<file path="src/rtl/sprite_pkg.sv">
// Shared sprite definitions: facing directions and screen geometry used by the
// blitter and the tank/bullet controllers.
package sprite_pkg;

    localparam int COORD_W  = 10;
    localparam int H_ACTIVE = 640;
    localparam int V_ACTIVE = 480;

    typedef enum logic [1:0] {
        DIR_UP    = 2'd0,
        DIR_RIGHT = 2'd1,
        DIR_DOWN  = 2'd2,
        DIR_LEFT  = 2'd3
    } dir_t;

endpackage

</file>
<file path="src/rtl/sprite_blitter_if.sv">
// Pixel/ROM/compositor bundle between the sprite blitter and the video system.
// The master side is the video system (raster, game logic, sprite ROM).
interface sprite_blitter_if #(
    parameter int ADDR_W = 9,
    parameter int IDX_W  = 4
);
    import sprite_pkg::*;

    logic [COORD_W-1:0] DrawX;
    logic [COORD_W-1:0] DrawY;
    logic               blank;
    logic               frame_start;
    logic [COORD_W-1:0] pos_x;
    logic [COORD_W-1:0] pos_y;
    logic [1:0]         dir;
    logic               anim_en;
    logic               enable;
    logic [ADDR_W-1:0]  rom_addr;
    logic [IDX_W-1:0]   rom_q;
    logic [IDX_W-1:0]   pix_idx;
    logic               pix_hit;

    modport master (
        output DrawX, DrawY, blank, frame_start, pos_x, pos_y, dir, anim_en,
               enable, rom_q,
        input  rom_addr, pix_idx, pix_hit
    );

    modport slave (
        input  DrawX, DrawY, blank, frame_start, pos_x, pos_y, dir, anim_en,
               enable, rom_q,
        output rom_addr, pix_idx, pix_hit
    );

endinterface

</file>
<file path="src/rtl/sprite_addr_xform.sv">
// Combinational hit test, facing rotation and ROM address formation for one
// square sprite placed at (pos_x_i, pos_y_i).
module sprite_addr_xform
    import sprite_pkg::*;
#(
    parameter int SIZE   = 16,
    parameter int ADDR_W = 9
) (
    input  logic [COORD_W-1:0] draw_x_i,
    input  logic [COORD_W-1:0] draw_y_i,
    input  logic [COORD_W-1:0] pos_x_i,
    input  logic [COORD_W-1:0] pos_y_i,
    input  dir_t               dir_i,
    input  logic [ADDR_W-1:0]  frame_base_i,
    output logic               in_box_o,
    output logic [ADDR_W-1:0]  addr_o
);

    localparam int S_W = $clog2(SIZE);
    localparam logic [S_W-1:0] M = S_W'(SIZE - 1);

    logic [COORD_W:0] lx;
    logic [COORD_W:0] ly;
    logic [S_W-1:0]   lxs;
    logic [S_W-1:0]   lys;
    logic [S_W-1:0]   sx;
    logic [S_W-1:0]   sy;

    always_comb begin
        // 11-bit differences: a sprite hanging off the right/bottom edge is
        // clipped because DrawX never wraps back below pos.
        lx  = {1'b0, draw_x_i} - {1'b0, pos_x_i};
        ly  = {1'b0, draw_y_i} - {1'b0, pos_y_i};
        in_box_o = (draw_x_i >= pos_x_i) && (lx < (COORD_W + 1)'(SIZE)) &&
                   (draw_y_i >= pos_y_i) && (ly < (COORD_W + 1)'(SIZE));
        lxs = lx[S_W-1:0];
        lys = ly[S_W-1:0];
        sx  = lxs;
        sy  = lys;
        case (dir_i)
            DIR_UP: begin
                sx = lxs;
                sy = lys;
            end
            DIR_RIGHT: begin
                sx = lys;
                sy = M - lxs;
            end
            DIR_DOWN: begin
                sx = M - lxs;
                sy = M - lys;
            end
            default: begin
                sx = M - lys;
                sy = lxs;
            end
        endcase
        addr_o = frame_base_i | ADDR_W'({sy, sx});
    end

endmodule

</file>
<file path="src/rtl/sprite_blitter.sv">
// Positioned, rotatable, animated sprite renderer with 3-cycle latency from
// pixel coordinate to palette index / opaque-hit flag.
module sprite_blitter
    import sprite_pkg::*;
#(
    parameter int SIZE       = 16,
    parameter int FRAMES     = 2,
    parameter int IDX_W      = 4,
    parameter int TRANSP_IDX = 0,
    parameter int ANIM_DIV   = 8
) (
    input logic           vga_clk,
    input logic           reset,
    sprite_blitter_if.slave bus
);

    localparam int ADDR_W      = $clog2(SIZE * SIZE * FRAMES);
    localparam int S_W         = $clog2(SIZE);
    localparam int FR_W        = (FRAMES > 1) ? $clog2(FRAMES) : 1;
    localparam int CNT_W       = (ANIM_DIV > 1) ? $clog2(ANIM_DIV) : 1;
    localparam int QUAL_STAGES = 2;

    logic [COORD_W-1:0]     pos_x_q, pos_x_d;
    logic [COORD_W-1:0]     pos_y_q, pos_y_d;
    dir_t                   dir_q, dir_d;
    logic                   enable_q, enable_d;
    logic [CNT_W-1:0]       anim_cnt_q, anim_cnt_d;
    logic [FR_W-1:0]        frame_q, frame_d;
    logic [ADDR_W-1:0]      rom_addr_q, rom_addr_d;
    logic [QUAL_STAGES-1:0] qual_q, qual_d;
    logic                   pix_hit_q, pix_hit_d;
    logic [IDX_W-1:0]       pix_idx_q, pix_idx_d;

    logic                   in_box;
    logic [ADDR_W-1:0]      xf_addr;
    logic [ADDR_W-1:0]      frame_base;

    assign frame_base = ADDR_W'(frame_q) << (2 * S_W);

    sprite_addr_xform #(
        .SIZE   (SIZE),
        .ADDR_W (ADDR_W)
    ) u_xform (
        .draw_x_i     (bus.DrawX),
        .draw_y_i     (bus.DrawY),
        .pos_x_i      (pos_x_q),
        .pos_y_i      (pos_y_q),
        .dir_i        (dir_q),
        .frame_base_i (frame_base),
        .in_box_o     (in_box),
        .addr_o       (xf_addr)
    );

    // Qualifiers ride alongside the ROM access so they meet rom_q in stage 3.
    genvar gi;
    generate
        for (gi = 0; gi < QUAL_STAGES; gi++) begin : g_qual
            if (gi == 0) begin : g_head
                assign qual_d[gi] = in_box && bus.blank && enable_q;
            end else begin : g_tail
                assign qual_d[gi] = qual_q[gi-1];
            end
        end
    endgenerate

    always_comb begin
        pos_x_d    = pos_x_q;
        pos_y_d    = pos_y_q;
        dir_d      = dir_q;
        enable_d   = enable_q;
        anim_cnt_d = anim_cnt_q;
        frame_d    = frame_q;
        if (bus.frame_start) begin
            pos_x_d  = bus.pos_x;
            pos_y_d  = bus.pos_y;
            dir_d    = dir_t'(bus.dir);
            enable_d = bus.enable;
            if (bus.anim_en) begin
                if (anim_cnt_q == CNT_W'(ANIM_DIV - 1)) begin
                    anim_cnt_d = '0;
                    frame_d    = (frame_q == FR_W'(FRAMES - 1)) ? '0 : frame_q + FR_W'(1);
                end else begin
                    anim_cnt_d = anim_cnt_q + CNT_W'(1);
                end
            end
        end
    end

    always_comb begin
        rom_addr_d = in_box ? xf_addr : rom_addr_q;
        pix_hit_d  = qual_q[QUAL_STAGES-1] && (bus.rom_q != IDX_W'(TRANSP_IDX));
        pix_idx_d  = pix_hit_d ? bus.rom_q : '0;
    end

    always_ff @(posedge vga_clk) begin
        if (reset) begin
            pos_x_q    <= '0;
            pos_y_q    <= '0;
            dir_q      <= DIR_UP;
            enable_q   <= 1'b0;
            anim_cnt_q <= '0;
            frame_q    <= '0;
            rom_addr_q <= '0;
            qual_q     <= '0;
            pix_hit_q  <= 1'b0;
            pix_idx_q  <= '0;
        end else begin
            pos_x_q    <= pos_x_d;
            pos_y_q    <= pos_y_d;
            dir_q      <= dir_d;
            enable_q   <= enable_d;
            anim_cnt_q <= anim_cnt_d;
            frame_q    <= frame_d;
            rom_addr_q <= rom_addr_d;
            qual_q     <= qual_d;
            pix_hit_q  <= pix_hit_d;
            pix_idx_q  <= pix_idx_d;
        end
    end

    assign bus.rom_addr = rom_addr_q;
    assign bus.pix_hit  = pix_hit_q;
    assign bus.pix_idx  = pix_idx_q;

endmodule

</file>
<file path="src/flat_wrapper.sv">
// flat-port wrapper written by rule: the top's interface ports become plain ports
module sprite_blitter_flat import sprite_pkg::*;
#(
    parameter int SIZE       = 16,
    parameter int FRAMES     = 2,
    parameter int IDX_W      = 4,
    parameter int TRANSP_IDX = 0,
    parameter int ANIM_DIV   = 8
)
  (vga_clk, reset, bus_DrawX, bus_DrawY, bus_blank, bus_frame_start, bus_pos_x, bus_pos_y, bus_dir, bus_anim_en, bus_enable, bus_rom_q, bus_rom_addr, bus_pix_idx, bus_pix_hit);
  sprite_blitter_if #(.ADDR_W((9)), .IDX_W(IDX_W)) bus_i ();
  input logic vga_clk;
  input logic reset;
  input wire logic [$bits(bus_i.DrawX)-1:0] bus_DrawX;
  input wire logic [$bits(bus_i.DrawY)-1:0] bus_DrawY;
  input wire logic [$bits(bus_i.blank)-1:0] bus_blank;
  input wire logic [$bits(bus_i.frame_start)-1:0] bus_frame_start;
  input wire logic [$bits(bus_i.pos_x)-1:0] bus_pos_x;
  input wire logic [$bits(bus_i.pos_y)-1:0] bus_pos_y;
  input wire logic [$bits(bus_i.dir)-1:0] bus_dir;
  input wire logic [$bits(bus_i.anim_en)-1:0] bus_anim_en;
  input wire logic [$bits(bus_i.enable)-1:0] bus_enable;
  input wire logic [$bits(bus_i.rom_q)-1:0] bus_rom_q;
  output wire logic [$bits(bus_i.rom_addr)-1:0] bus_rom_addr;
  output wire logic [$bits(bus_i.pix_idx)-1:0] bus_pix_idx;
  output wire logic [$bits(bus_i.pix_hit)-1:0] bus_pix_hit;
  assign bus_i.DrawX = bus_DrawX;
  assign bus_i.DrawY = bus_DrawY;
  assign bus_i.blank = bus_blank;
  assign bus_i.frame_start = bus_frame_start;
  assign bus_i.pos_x = bus_pos_x;
  assign bus_i.pos_y = bus_pos_y;
  assign bus_i.dir = bus_dir;
  assign bus_i.anim_en = bus_anim_en;
  assign bus_i.enable = bus_enable;
  assign bus_i.rom_q = bus_rom_q;
  assign bus_rom_addr = bus_i.rom_addr;
  assign bus_pix_idx = bus_i.pix_idx;
  assign bus_pix_hit = bus_i.pix_hit;
  sprite_blitter #(.SIZE(SIZE), .FRAMES(FRAMES), .IDX_W(IDX_W), .TRANSP_IDX(TRANSP_IDX), .ANIM_DIV(ANIM_DIV)) u_core (.vga_clk(vga_clk), .reset(reset), .bus(bus_i));
endmodule
</file>
<file path="config.mk">
export PLATFORM = sky130hd
export DESIGN_NAME = sprite_blitter_flat
export DESIGN_NICKNAME = d
export VERILOG_FILES = /design/src/rtl/sprite_pkg.sv /design/src/rtl/sprite_blitter_if.sv /design/src/rtl/sprite_addr_xform.sv /design/src/rtl/sprite_blitter.sv /design/src/flat_wrapper.sv
export SDC_FILE = /design/constraint.sdc
export NUM_CORES = 1
export LEC_CHECK = 0
export CORE_MARGIN = 5
export CORE_UTILIZATION = 50
export CTS_BUF_LIST = sky130_fd_sc_hd__clkbuf_8 sky130_fd_sc_hd__clkbuf_16
export CTS_CLUSTER_DIAMETER = 120
export DETAILED_ROUTE_END_ITERATION = 12
export PLACE_DENSITY = 0.85
export SLEW_MARGIN = 20
export SYNTH_ARGS = -nofsm -noshare
export SYNTH_HDL_FRONTEND = slang
export SYNTH_SLANG_ARGS = --single-unit
</file>
<file path="constraint.sdc">
create_clock -name vga_clk -period 3.6 [get_ports vga_clk]
set_clock_uncertainty 0.1 [all_clocks]
set_input_delay 0.36 -clock vga_clk [delete_from_list [all_inputs] [get_ports vga_clk]]
set_output_delay 0.36 -clock vga_clk [all_outputs]
set_load 0.005 [all_outputs]
</file>
# ---- Yosys cells after proc, flatten, opt, wreduce, memory -nomap -nowiden
# Index checks and enable logic that the tools add are counted.
dict set report classes {
  mux 4
  n_bitwise 2
  eq_ne 3
  order_cmp 4
  n_addsub 6
  reduce_logical 11
}
# cell n
set ops {}
lappend ops {{one-hot mux 4 bit (3 select lines)} 2}
lappend ops {{< comparator 11 x 5 -> 1 bit, second input constant} 2}
lappend ops {{subtractor 10 x 10 -> 11 bit} 2}
lappend ops {{>= comparator 10 bit} 2}
lappend ops {{bitwise OR 9 x 8 -> 9 bit} 1}
lappend ops {{subtractor 4 bit, first input constant} 2}
lappend ops {{logical AND 1 bit} 6}
lappend ops {{nonzero test 4 bit} 1}
lappend ops {{adder 3 x 1 -> 3 bit, second input constant} 1}
lappend ops {{== test 3 bit, second input constant} 1}
lappend ops {{2-to-1 mux 3 bit} 1}
lappend ops {{AND reduction 3 bit} 1}
lappend ops {{== test 2 x 1 -> 1 bit, second input constant} 1}
lappend ops {{== test 2 bit, second input constant} 1}
lappend ops {{logical NOT 2 bit} 1}
lappend ops {{AND reduction 2 bit} 1}
lappend ops {{OR reduction 2 bit} 1}
lappend ops {{adder 1 bit, second input constant} 1}
lappend ops {{2-to-1 mux 1 bit} 1}
lappend ops {{inverter 1 bit} 1}
dict set report totals {
  wordCells 40
  ff_bits 43
  out_inout_bits 14
  in_bits 52
}

# ---- Longest topological paths before layout
dict set report logic_depth {
  depth_word 7
  mapped_depth 10
}

# ---- By module
# Synthesis repeated with hierarchy kept, for this count alone.
dict set report unflattened {
  cells_unflattened 315
  hier_area_um2 2745.1
}
# mod seq_area_each_um2 n_inst cells_per_inst area_per_inst_um2
set by_module_without_submodules {}
lappend by_module_without_submodules {sprite_blitter 860.8 1 139 1549.0}
lappend by_module_without_submodules {sprite_addr_xform 0.0 1 176 1196.1}

# ---- Worst setup path after synthesis
# OpenSTA, ideal clock, no wires.
dict set report synth_timing {
  kind {input to register}
  startpoint {input port bus_DrawY[0]}
  endpoint {register u_core.rom_addr_q[0], in the netlist u_core.bus.rom_addr[0]}
  arrival_ns 2.487
  path_stages 10
  setup_time_ns 0.121
  path_slack_ns 0.892
  required_ns 3.379
  path_cell_list {inv_1 ha_1 fa_1 nand2b_1 a21oi_1 o22ai_1 mux2i_1 nor4_2 nand4_4 mux2_2}
}
dict set report synth_between {
  elab_chain_cells 4
  elab_cells_between_ends 8
}
# item line_no
set synth_rtl {}
lappend synth_rtl {{from (decl)} flat_wrapper.sv:15} ;# input wire logic [$bits(bus_i.DrawY)-1:0] bus_DrawY;
lappend synth_rtl {{subtractor 10 x 10 -> 11 bit} sprite_addr_xform.sv:33} ;# ly = {1'b0, draw_y_i} - {1'b0, pos_y_i};
lappend synth_rtl {{subtractor 4 bit} sprite_addr_xform.sv:54} ;# sx = M - lys;
lappend synth_rtl {{one-hot mux 4 bit (3 select lines)} sprite_addr_xform.sv:40} ;# case (dir_i)
lappend synth_rtl {{bitwise OR 9 x 8 -> 9 bit} sprite_addr_xform.sv:58} ;# addr_o = frame_base_i | ADDR_W'({sy, sx});
lappend synth_rtl {{to (signal assigned)} sprite_blitter.sv:114} ;# rom_addr_q <= rom_addr_d;
lappend synth_rtl {{to (decl)} sprite_blitter.sv:29} ;# logic [ADDR_W-1:0] rom_addr_q, rom_addr_d;
# Several ways; a longest one is shown, not always the timed one.
# A chain may end at the register's enable or synchronous reset.

# ---- Worst setup path in the final report
dict set report layout_timing {
  startpoint {input port bus_DrawX[0]}
  endpoint {register u_core.rom_addr_q[5], in the netlist u_core.bus.rom_addr[5]}
}
dict set report layout_between {
  elab_chain_cells 5
  elab_cells_between_ends 9
}
# item line_no
set layout_rtl {}
lappend layout_rtl {{from (decl)} flat_wrapper.sv:14} ;# input wire logic [$bits(bus_i.DrawX)-1:0] bus_DrawX;
lappend layout_rtl {{subtractor 10 x 10 -> 11 bit} sprite_addr_xform.sv:32} ;# lx = {1'b0, draw_x_i} - {1'b0, pos_x_i};
lappend layout_rtl {{< comparator 11 x 5 -> 1 bit} sprite_addr_xform.sv:34} ;# in_box_o = (draw_x_i >= pos_x_i) && (lx < (COORD_W + 1)'(SIZE)) &&
lappend layout_rtl {{logical AND 1 bit (2 in a row)} sprite_addr_xform.sv:34}
lappend layout_rtl {{logical AND 1 bit} sprite_addr_xform.sv:35} ;# (draw_y_i >= pos_y_i) && (ly < (COORD_W + 1)'(SIZE));
# Several ways; a longest one is shown, not always the timed one.

==> metrics <==
CTS tree built; RSZ-0062 raised after global routing no; Worst Tran Pin Value approximately 0.65 ns; Num CTS Buffers 5; Switch Pwr 0.358 mW; combinational share of power 28.9%; design area around 3600 µm²; part of the power in registers a little over two fifths; CTS clk-pin slew, worst paths 0.08 ns; Power Dens Cells 322 nW/µm²; Avg Vias per Cell 5.25; # hold bufs at CTS 0; Synth warnings 0; Critical R2R Capture u_core.bus.rom_addr[5]$_SDFFE_PP0P_; Yosys reg bits 43; Fin. Hold Viols 0; Leakage 1.48 nW; Placed Instances between 400 and 500; synth-to-layout area growth 29.3%; Final ANT Viol Nets 0; critical path type input pin to flip-flop; Post-Syn Nets 400; num ports 66; Clk pwr share approximately 28%; synthesized area per cell between 8 and 9 µm²; ant diodes 0; crit end category flip-flop; Die Span Y 84.5 µm; Net Sw Frac a little under a third; initial DRC count 98; DRC viols 0; period utilisation layout just over 80%; fin cells about 460; Worst Path Required between 3 and 4 ns; core area 5440 µm²; Mapped Cells ~320; clock sink total 43; fillers roughly 460; Worst Hold Class flip-flop to flip-flop; pin count of the biggest net entering global routing 36; dpl cell area roughly 3500 µm²; # nets final about 470; PortBufs 65; worst setup path end u_core.bus.rom_addr[5]$_SDFFE_PP0P_; WP data arrival between 3 and 4 ns; r2r setup slk between 0.7 and 0.8 ns; fin crit period between 2 and 3 ns; routability cong. between 0.8 and 0.9; first-pass GRT wire length about 10 mm; share of the synthesized area in the top cell type a little under a third; ratio of cells with drive above 1 in the final layout 6.92%; most frequent cells in the layout clkdlybuf4s50_1 (64), nor2_1 (44), dfxtp_1 (43), mux2i_1 (29), inv_1 (26); WL final 5.93 mm; Setup Buffers After CTS 0; DIE AREA 7140 µm²; crit start category input pin; Max Slew Vio Count 0; leading post-synthesis cells by cell area dfxtp_1 (31%), mux2i_1 (10%), ha_1 (9.9%), nor2_1 (6.0%), mux2_2 (3.7%); row count 27; status finished clean; most common library cell in the layout ignoring fill and taps clkdlybuf4s50_1; FFs w/ async S/R, synth 0%; VDD IR-drop max ~0.19 mV; worst r2r src u_core.pos_y_q[1]$_SDFFE_PP0P_; vias in the first global route between 2000 and 2500; post-synthesis sequential area ratio 31.0%; clock buffer depth 2; Setup TNS 0 ns; crit path max fanout 9; Chip Width about 85 µm; max_cap viols 0; Post-synth EDFFs 0; Finished Core Util about two thirds; Vias 2426; Top FF cell, synth dfxtp_1; final HPWL from detailed placement about 4.7 mm; Cell Int Power roughly 0.8 mW; H-tree depth 2; Synth area leader dfxtp_1; GRT Total Usage 16.7%; CP Launch Point bus_DrawX[0]; Post-Syn Area ~2800 µm²; clk root buf clkbuf_8; Initial Util approximately 51%; Synth cell types 50; final setup vio count 0; worst reg-to-reg path cell count 9; Pre-antenna DRT Iters 4; Worst-Skew Late Latency 0.30 ns; initial antenna violation count 0; gr ovfl total 0; Slew headroom a little under three fifths; fmax 0.335 GHz; post_cts resized 0; average wire per standard cell 12.8 µm
synth_stat cells, types with 2 or more instances:
cell type / number
xnor2_1: 5
nand2b_1: 7
dfxtp_1: 43
nor3_1: 8
o21ai_0: 13
clkbuf_1: 8
o2111ai_1: 2
nor2_1: 44
xor2_1: 3
nand3_1: 8
a21oi_1: 15
nor4_2: 2
buf_1: 2
and3_1: 3
nor4_1: 2
nand3b_1: 2
nand4_1: 3
a211oi_1: 2
mux2_2: 9
and2_1: 6
a21o_1: 3
or3_1: 2
nor2b_1: 13
a31oi_1: 2
o21a_1: 5
inv_1: 26
mux2i_1: 29
nand2_1: 13
ha_1: 22
fa_1: 2
worst min-delay path by stage:
stage | start | endpoint | cells past startpoint
floorplan | u_core.qual_q[0]$_SDFF_PP0_ | u_core.qual_q[1]$_SDFF_PP0_ | 1
global placement | u_core.qual_q[0]$_SDFF_PP0_ | u_core.qual_q[1]$_SDFF_PP0_ | 1
detailed placement | u_core.qual_q[0]$_SDFF_PP0_ | u_core.qual_q[1]$_SDFF_PP0_ | 1
CTS | u_core.qual_q[0]$_SDFF_PP0_ | u_core.qual_q[1]$_SDFF_PP0_ | 1
global route | u_core.qual_q[0]$_SDFF_PP0_ | u_core.qual_q[1]$_SDFF_PP0_ | 1
finish | u_core.qual_q[0]$_SDFF_PP0_ | u_core.qual_q[1]$_SDFF_PP0_ | 1
power by group through the flow:
stage	sequential [mW]	clock (mW)	combinational [mW]
detailed placement	0.516	0	0.330
global placement	0.515	0	0.324
floorplan	0.510	0	0.228
CTS	0.505	0.325	0.333
finish	0.505	0.318	0.334
global route	0.508	0.340	0.372
worst max-delay path, stage by stage:
cell             delay, ns
clkdlybuf4s50_1       0.45
inv_1                 0.04
ha_1                  0.22
fa_1                  0.45
nor2b_4               0.15
o31a_1                0.19
o221ai_2              0.12
mux2i_1               0.16
nor4_2                0.38
nand4_4               0.23
mux2_2                0.32
cell families (layout without fill, tap and decap cells):
| logic type | Yosys count | in the layout | share of synthesized area (%) |
|---|---|---|---|
| AND/OR/NAND/NOR | 120 | 120 | 22.9 |
| AO/OA/AOI/OAI | 55 | 55 | 13.2 |
| flip-flops | 43 | 43 | 31.0 |
| multiplexers | 38 | 38 | 14.1 |
| buffers and inverters | 36 | 102 | 4.87 |
| adder cells (fa/ha/maj) | 24 | 24 | 11.4 |
| XOR/XNOR | 8 | 8 | 2.52 |
metrics by stage:
step / total power, mW / hold WS, ns / setup slack [ns]
2_1_floorplan: 0.737 / 0.314 / 0.892
3_5_place_dp: 0.846 / 0.330 / 0.310
6_report: 1.16 / 0.348 / 0.612
3_3_place_gp: 0.839 / 0.332 / 0.364
4_1_cts: 1.16 / 0.352 / 0.593
5_1_grt: 1.22 / 0.366 / 0.397
layout make-up:
cell class / instances / area (µm²) / share of cell area (%)
sequential: 43 / 861 / 24.0
tap: 72 / 90.1 / 2.51
inverter: 26 / 97.6 / 2.72
multi-input combinational: 245 / 1780 / 49.6
timing repair buffer: 68 / 668 / 18.6
clock buffer: 5 / 68.8 / 1.92
clock inverter: 3 / 23.8 / 0.662
flip-flops by register name, summed over array words and instances, names as in the netlist:
signal               flops
u_core.bus.rom_addr      9
u_core.pos_x_q          10
u_core.bus.pix_hit       1
u_core.anim_cnt_q        3
u_core.frame_q           1
u_core.enable_q          1
u_core.dir_q             2
u_core.bus.pix_idx       4
u_core.qual_q            2
u_core.pos_y_q          10
metal layers:
metal / wire (µm) / global-route usage, % / part of all wire (%)
met5: 0 / 0 / 0
met3: 362 / 4.32 / 6.1
met1: 2580 / 18.7 / 43
met2: 2910 / 30.7 / 49
met4: 83 / 4.75 / 1.4
Power figures use the tool's default switching activity.
==> RTL change 1: new RTL, same flow settings <==
Set the package constant `COORD_W` to 20 (it was 10).
--- a/src/rtl/sprite_pkg.sv
+++ b/src/rtl/sprite_pkg.sv
@@ -2,7 +2,7 @@
 // blitter and the tank/bullet controllers.
 package sprite_pkg;
 
-    localparam int COORD_W  = 10;
+    localparam int COORD_W  = 20;
     localparam int H_ACTIVE = 640;
     localparam int V_ACTIVE = 480;
 
Interface: changed (resized bus_DrawX, bus_DrawY, bus_pos_x and bus_pos_y); port bits go from 66 to 106. No check against the original RTL was run, so the function may have changed too.
==> RTL change 1 against the unedited design <==
- setup slack worse by 0.56 ns
- global-route usage is 13 points higher
- critical path depth is 2 higher
- area after synthesis is 91% higher
- via count is 150% higher
- cell area is 120% higher
- power is 130% higher
- wire length grew to 3.3 times the old value
- sequential cell count is 20 higher
==> RTL change 1: results (changes against the unedited design) <==
** Outcome
- Run status :: finished, final reports clean (unchanged)

** Yosys
- Largest cells by area after synthesis :: dfxtp_1 (24%), mux2i_1 (10%), ha_1 (9.9%) (was dfxtp_1 (31%), mux2i_1 (10%), ha_1 (9.9%))
- Share of synthesized area occupied by flip-flops and latches :: 23.7% (was 31.0%)
- Synthesized-area fraction occupied by adder cells :: 10.6% (was 11.4%)
- Multiplexer share of the synthesized area :: 11.9% (was 14.1%)
- Syn nets :: 815 (was 400)
- Xor/xnor cell area share of the yosys netlist :: 4.62% (was 2.52%)

** Route
- The total routed wirelength was 19.5 mm (was 5.93 mm).
- The average wire length per cell after detail routing was 18.8 µm (was 12.8 µm).
- Starting DRC count in detailed routing :: 421 (was 98)

** Global route
- The via count of the first global-routing pass was 6163 (was 2368).
- The global router's overall resource usage was 29.3% (was 16.7%).

** Placed design
- The number of port buffers came to 105 (was 65).
- The final estimated routing congestion in global placement came to 0.948 (was 0.898).
- HPWL after detailed placement :: 14.8 mm (was 4.73 mm)

** Pwr
- Maximum resistive drop on vdd :: 0.000235 V (was 0.000193 V)
- Total leakage power :: 3.46 nW (was 1.48 nW)

** Clock network
- The clock latency of the later-clocked register in the worst-skew pair is 0.36 ns (was 0.30 ns).
- Deepest level of the CTS H-tree :: 3 (was 2)
- The number of buffers created by CTS is 9 (was 5).

** Setup path
- Standard cell with the maximum stage delay on the critical path :: o311ai_0 (was clkdlybuf4s50_1)
- Peak fanout along the critical path :: 3 (was 9)

** Cells and area
- Number of nets in the finished design :: 1032 (was 465)
- Ratio of cells with drive above 1 in the final layout :: 22.0% (was 6.92%)
- Fill cell instance count of the final layout :: 727 (was 462)
==> RTL change 1: changes by cell type after synthesis, moves of 20 or more <==
cell     before  now
ha_1         22   42
mux2i_1      29   53
dfxtp_1      43   63
nor2_1       44   91
inv_1        26   54
nand2_1      13   48
a21oi_1      15   44
==> RTL change 1: repair_timing <==
action                     CTS  global route
hold endpoints to repair     0             0
pin swaps                    9            28
cloned                       1             0
buffers inserted             6             4
resized for setup           21            32
setup endpoints to repair    9            10
==> RTL change 1: final timing paths <==
| kind | startpoint | slack [ns] | to | depth (start not counted) |
|---|---|---|---|---|
| hold reg to reg | u_core.anim_cnt_q[1] | 0.39 | u_core.anim_cnt_q[1] | 2 |
| setup / recovery | bus_DrawY[3] | 0.05 | u_core.qual_q[0] | 13 |
| setup reg to reg | u_core.pos_x_q[0] | 0.10 | u_core.bus.rom_addr[5] | 13 |
| hold / removal | u_core.anim_cnt_q[1] | 0.39 | u_core.anim_cnt_q[1] | 2 |
==> RTL change 1: layout make-up <==
class | instances | share of cell area [%]
clock buffer | 9 | 1.57
inverter | 54 | 2.58
sequential | 63 | 16.1
timing repair buffer | 238 | 26.2
tap | 136 | 2.16
multi-input combinational | 530 | 49.8
clock inverter | 7 | 1.62
==> RTL change 1: per-layer routing <==
metal / share of wire, % / vias up / global-route usage (%)
met3: 6.2 / 61 / 4.55
met1: 41 / 2876 / 35.4
met2: 50 / 273 / 52.4
met4: 3.0 / 0 / 10.3
met5: 0 / - / 0
li1: - / 2850 / -
==> RTL change 1: power breakdown <==
| group | leakage [nW] | switching [mW] | internal [mW] |
|---|---|---|---|
| combinational | 2.82 | 0.583 | 0.556 |
| clock | 0.126 | 0.356 | 0.471 |
| sequential | 0.518 | 0.0225 | 0.727 |
==> RTL change 1: cell families (layout without fill, tap and decap cells) <==
family	Yosys count	in the layout
AND/OR/NAND/NOR	243	243
AO/OA/AOI/OAI	153	153
buffers and inverters	86	308
flip-flops	63	63
multiplexers	62	62
adder cells (fa/ha/maj)	44	44
XOR/XNOR	28	28
==> RTL change 1: stage by stage <==
| step | util [%] | hold WS, ns | power, mW | cell area (µm²) | worst slack, ns |
|---|---|---|---|---|---|
| floorplan | - | 0.314 | 1.32 | 5310 | 0.0780 |
| global placement | 70.5 | 0.346 | 1.77 | 7280 | -0.431 |
| detailed placement | 70.5 | 0.374 | 1.79 | 7280 | -0.521 |
| CTS | 74.4 | 0.393 | 2.64 | 7680 | 0.00730 |
| global route | 76.2 | 0.394 | 2.83 | 7870 | -0.0402 |
| finish | 76.2 | 0.392 | 2.72 | 7870 | 0.0487 |
==> RTL change 1: tightest hold or removal path, cell delays in order, from the launching register on <==
cell     delay, ns
dfxtp_1       0.32
nand2_1       0.06
a21oi_1       0.06
==> RTL change 2: new RTL, same settings <==
Made on the original files. Make the reset (`reset`) asynchronous in one clocked block.
--- a/src/rtl/sprite_blitter.sv
+++ b/src/rtl/sprite_blitter.sv
@@ -92,7 +92,7 @@
         pix_idx_d  = pix_hit_d ? bus.rom_q : '0;
     end
 
-    always_ff @(posedge vga_clk) begin
+    always_ff @(posedge vga_clk or posedge reset) begin
         if (reset) begin
             pos_x_q    <= '0;
             pos_y_q    <= '0;
Check against the original RTL: differs if reset is asserted again (counterexample within 4 cycles, from zero or initial values and one cycle with reset high); with reset held inactive, the same outputs for 10 cycles.
==> RTL change 2 against the unedited design <==
- wire length is 12% higher
- count of clock-buffer cells in the layout unchanged
- cell area is 0.98% higher
- power is 21% higher
- die area increased by 0.91%
- setup slack lost 0.099 ns
- critical path depth grew 1
- sequential cell count did not move
- area after synthesis grew 1.0%
- critical endpoint is now u_core.bus.rom_addr[5]
==> RTL change 2: results (changes against the unedited design) <==
** Hold path
- Worst Hold Path Cells :: 0 (was 1)
- The class of the worst hold path is flip-flop to flip-flop (unchanged).

** Yosys
- Count of different cell masters after synthesis :: 52 (was 50)
- Leading register cell type out of synthesis :: dfrtp_1 (was dfxtp_1)
- The register area share after synthesis was 38.4% (was 31.0%).
- Commonest cells in the netlist :: dfrtp_1 (43), nand2_1 (30), inv_1 (28), o21ai_0 (24), ha_1 (22) (was nor2_1 (44), dfxtp_1 (43), mux2i_1 (29), inv_1 (26), ha_1 (22))
- Syn nets :: 372 (was 400)
- Fraction of registers with async set or reset after synthesis :: 100% (was 0%)
- Largest cells by area after synthesis :: dfrtp_1 (38%), ha_1 (9.8%), mux2_2 (6.4%) (was dfxtp_1 (31%), mux2i_1 (10%), ha_1 (9.9%))
- The count of synthesis-stage warnings from yosys came to 0 (unchanged).

** Global route
- Wire length of the first global-routing pass :: 11.3 mm (was 9.99 mm)
- Vias in the first global route :: 2320 (was 2368)
- The global router's overall resource usage is 19.4% (was 16.7%).
- The number of antenna violations at the first check in global routing came to 0 (unchanged).
- Pin count of the biggest net entering global routing :: 44 (was 36)

** Outcome
- Run status: finished, final reports clean (unchanged).

** Cells and area
- Fill cell instance count of the final layout :: 461 (was 462)
- The proportion of layout cells with a drive suffix above 1 is 10.2% (was 6.92%).
- The number of nets in the layout came to 437 (was 465).
- The number of diodes came to 0 (unchanged).

** Pwr
- Maximum resistive drop on vdd :: 0.000269 V (was 0.000193 V)
- Total leakage power :: 1.66 nW (was 1.48 nW)

** Clock network
- The number of buffers created by CTS was 5 (unchanged).
- Clock slew at reported path FFs :: 0.08 ns (about the same)
- Clock network latency to the later pin of the worst-skew pair :: 0.31 ns
- Root buffer selected by CTS :: clkbuf_8 (unchanged)

** Setup path
- FF-to-FF path depth :: 10 (was 9)
- Peak per-stage delay on the critical path :: 0.46 ns
- The launching element of the worst setup path is bus_DrawY[0] (was bus_DrawX[0]).
- Standard cell with the maximum stage delay on the critical path :: clkdlybuf4s50_1 (unchanged)
- The slack of the worst reg-to-reg path came to 0.70 ns (was 0.75 ns).
- The reg-to-reg critical path startpoint was u_core.pos_y_q[0] (was u_core.pos_y_q[1]).
- The arrival time at the worst endpoint came to 3.17 ns (was 3.08 ns).
- Capture point of the worst reg-to-reg path :: u_core.bus.rom_addr[5] (unchanged)

** Placed design
- The final estimated routing congestion in global placement was 0.882 (was 0.898).
- HPWL after detailed placement :: 5.24 mm (was 4.73 mm)

** Route
- The first-pass iteration count of the detailed router is 4 (unchanged).
- Average detailed-routed wire length per instance :: 15.3 µm (was 12.8 µm)
- The number of DRC markers in iteration 0 is 118 (was 98).
- The via count is 2340 (was 2426).

** Timing
- Slew headroom :: 63.2% (was 56.0%)
-- RTL change 2: cell types whose count changed after synthesis, sizes merged, moves of 12 or more --
cell	unedited run	this run
dfrtp	0	43
mux2i	29	6
nor2	44	18
o21ai	13	25
dfxtp	43	0
nor2b	14	1
nand2	13	30
-- RTL change 2: per-stage QoR --
| step | power [mW] | hold WS, ns | instances | area [µm²] | setup WS (ns) |
|---|---|---|---|---|---|
| after detailed placement | 1.02 | 0.252 | 426 | 3510 | 0.166 |
| after CTS | 1.41 | 0.271 | 434 | 3620 | 0.495 |
| after global placement | 0.999 | 0.238 | 426 | 3510 | 0.318 |
| after global routing | 1.50 | 0.282 | 434 | 3620 | 0.352 |
| after floorplan | 0.880 | 0.231 | 296 | 2800 | 0.817 |
| final | 1.40 | 0.263 | 434 | 3620 | 0.513 |
-- RTL change 2: final cells by class --
type                    count  area [µm²]  share of cell area, %
inverters                  28         105                   2.90
multi-input cells         215        1570                   43.2
clock buffers               5        68.8                   1.90
flip-flops and latches     43        1080                   29.7
well taps                  72        90.1                   2.49
clock inverters             3        43.8                   1.21
repair buffers             68         673                   18.6
-- RTL change 2: routing by layer --
metal | part of all wire [%] | global-route usage [%] | up-vias
li1 | - | - | 1168
met1 | 43 | 25.9 | 1095
met2 | 49 | 32.7 | 69
met3 | 6.2 | 3.79 | 8
met4 | 1.3 | 4.60 | 0
met5 | 0 | 0 | -
-- RTL change 2: how the worst min path moves through the flow --
stage	startpoint	to	slack, ns
6_report	u_core.qual_q[0]	u_core.qual_q[1]	0.26
5_1_grt	u_core.qual_q[0]	u_core.qual_q[1]	0.28
4_1_cts	u_core.qual_q[0]	u_core.qual_q[1]	0.27
3_5_place_dp	u_core.qual_q[0]	u_core.qual_q[1]	0.25
3_3_place_gp	u_core.qual_q[0]	u_core.qual_q[1]	0.24
2_1_floorplan	u_core.qual_q[0]	u_core.qual_q[1]	0.23
-- RTL change 2: worst reg2reg max path: stages, from the launching register on --
cell      delay, ns
dfrtp_1        0.39
ha_1           0.21
fa_1           0.40
nand2b_1       0.19
a21oi_1        0.25
nand4_1        0.13
nand4b_1       0.11
nand3_1        0.14
nor4_4         0.30
buf_4          0.23
mux2_2         0.35
-- RTL change 2: cell families after synthesis --
| logic type | count (synthesis) | share of synthesized area (%) |
|---|---|---|
| flops | 43 | 38.4 |
| xor+xnor | 13 | 4.06 |
| mux | 22 | 8.57 |
| simple gates | 88 | 16.1 |
| buf+inv | 38 | 5.76 |
| compound gates | 68 | 15.9 |
| fa+ha+maj | 24 | 11.2 |
-- RTL change 2: power breakdown --
| group | internal [mW] | switching, mW |
|---|---|---|
| Clock | 0.207 | 0.182 |
| Combinational | 0.223 | 0.229 |
| Sequential | 0.527 | 0.0292 |
| Total | 0.956 | 0.440 |
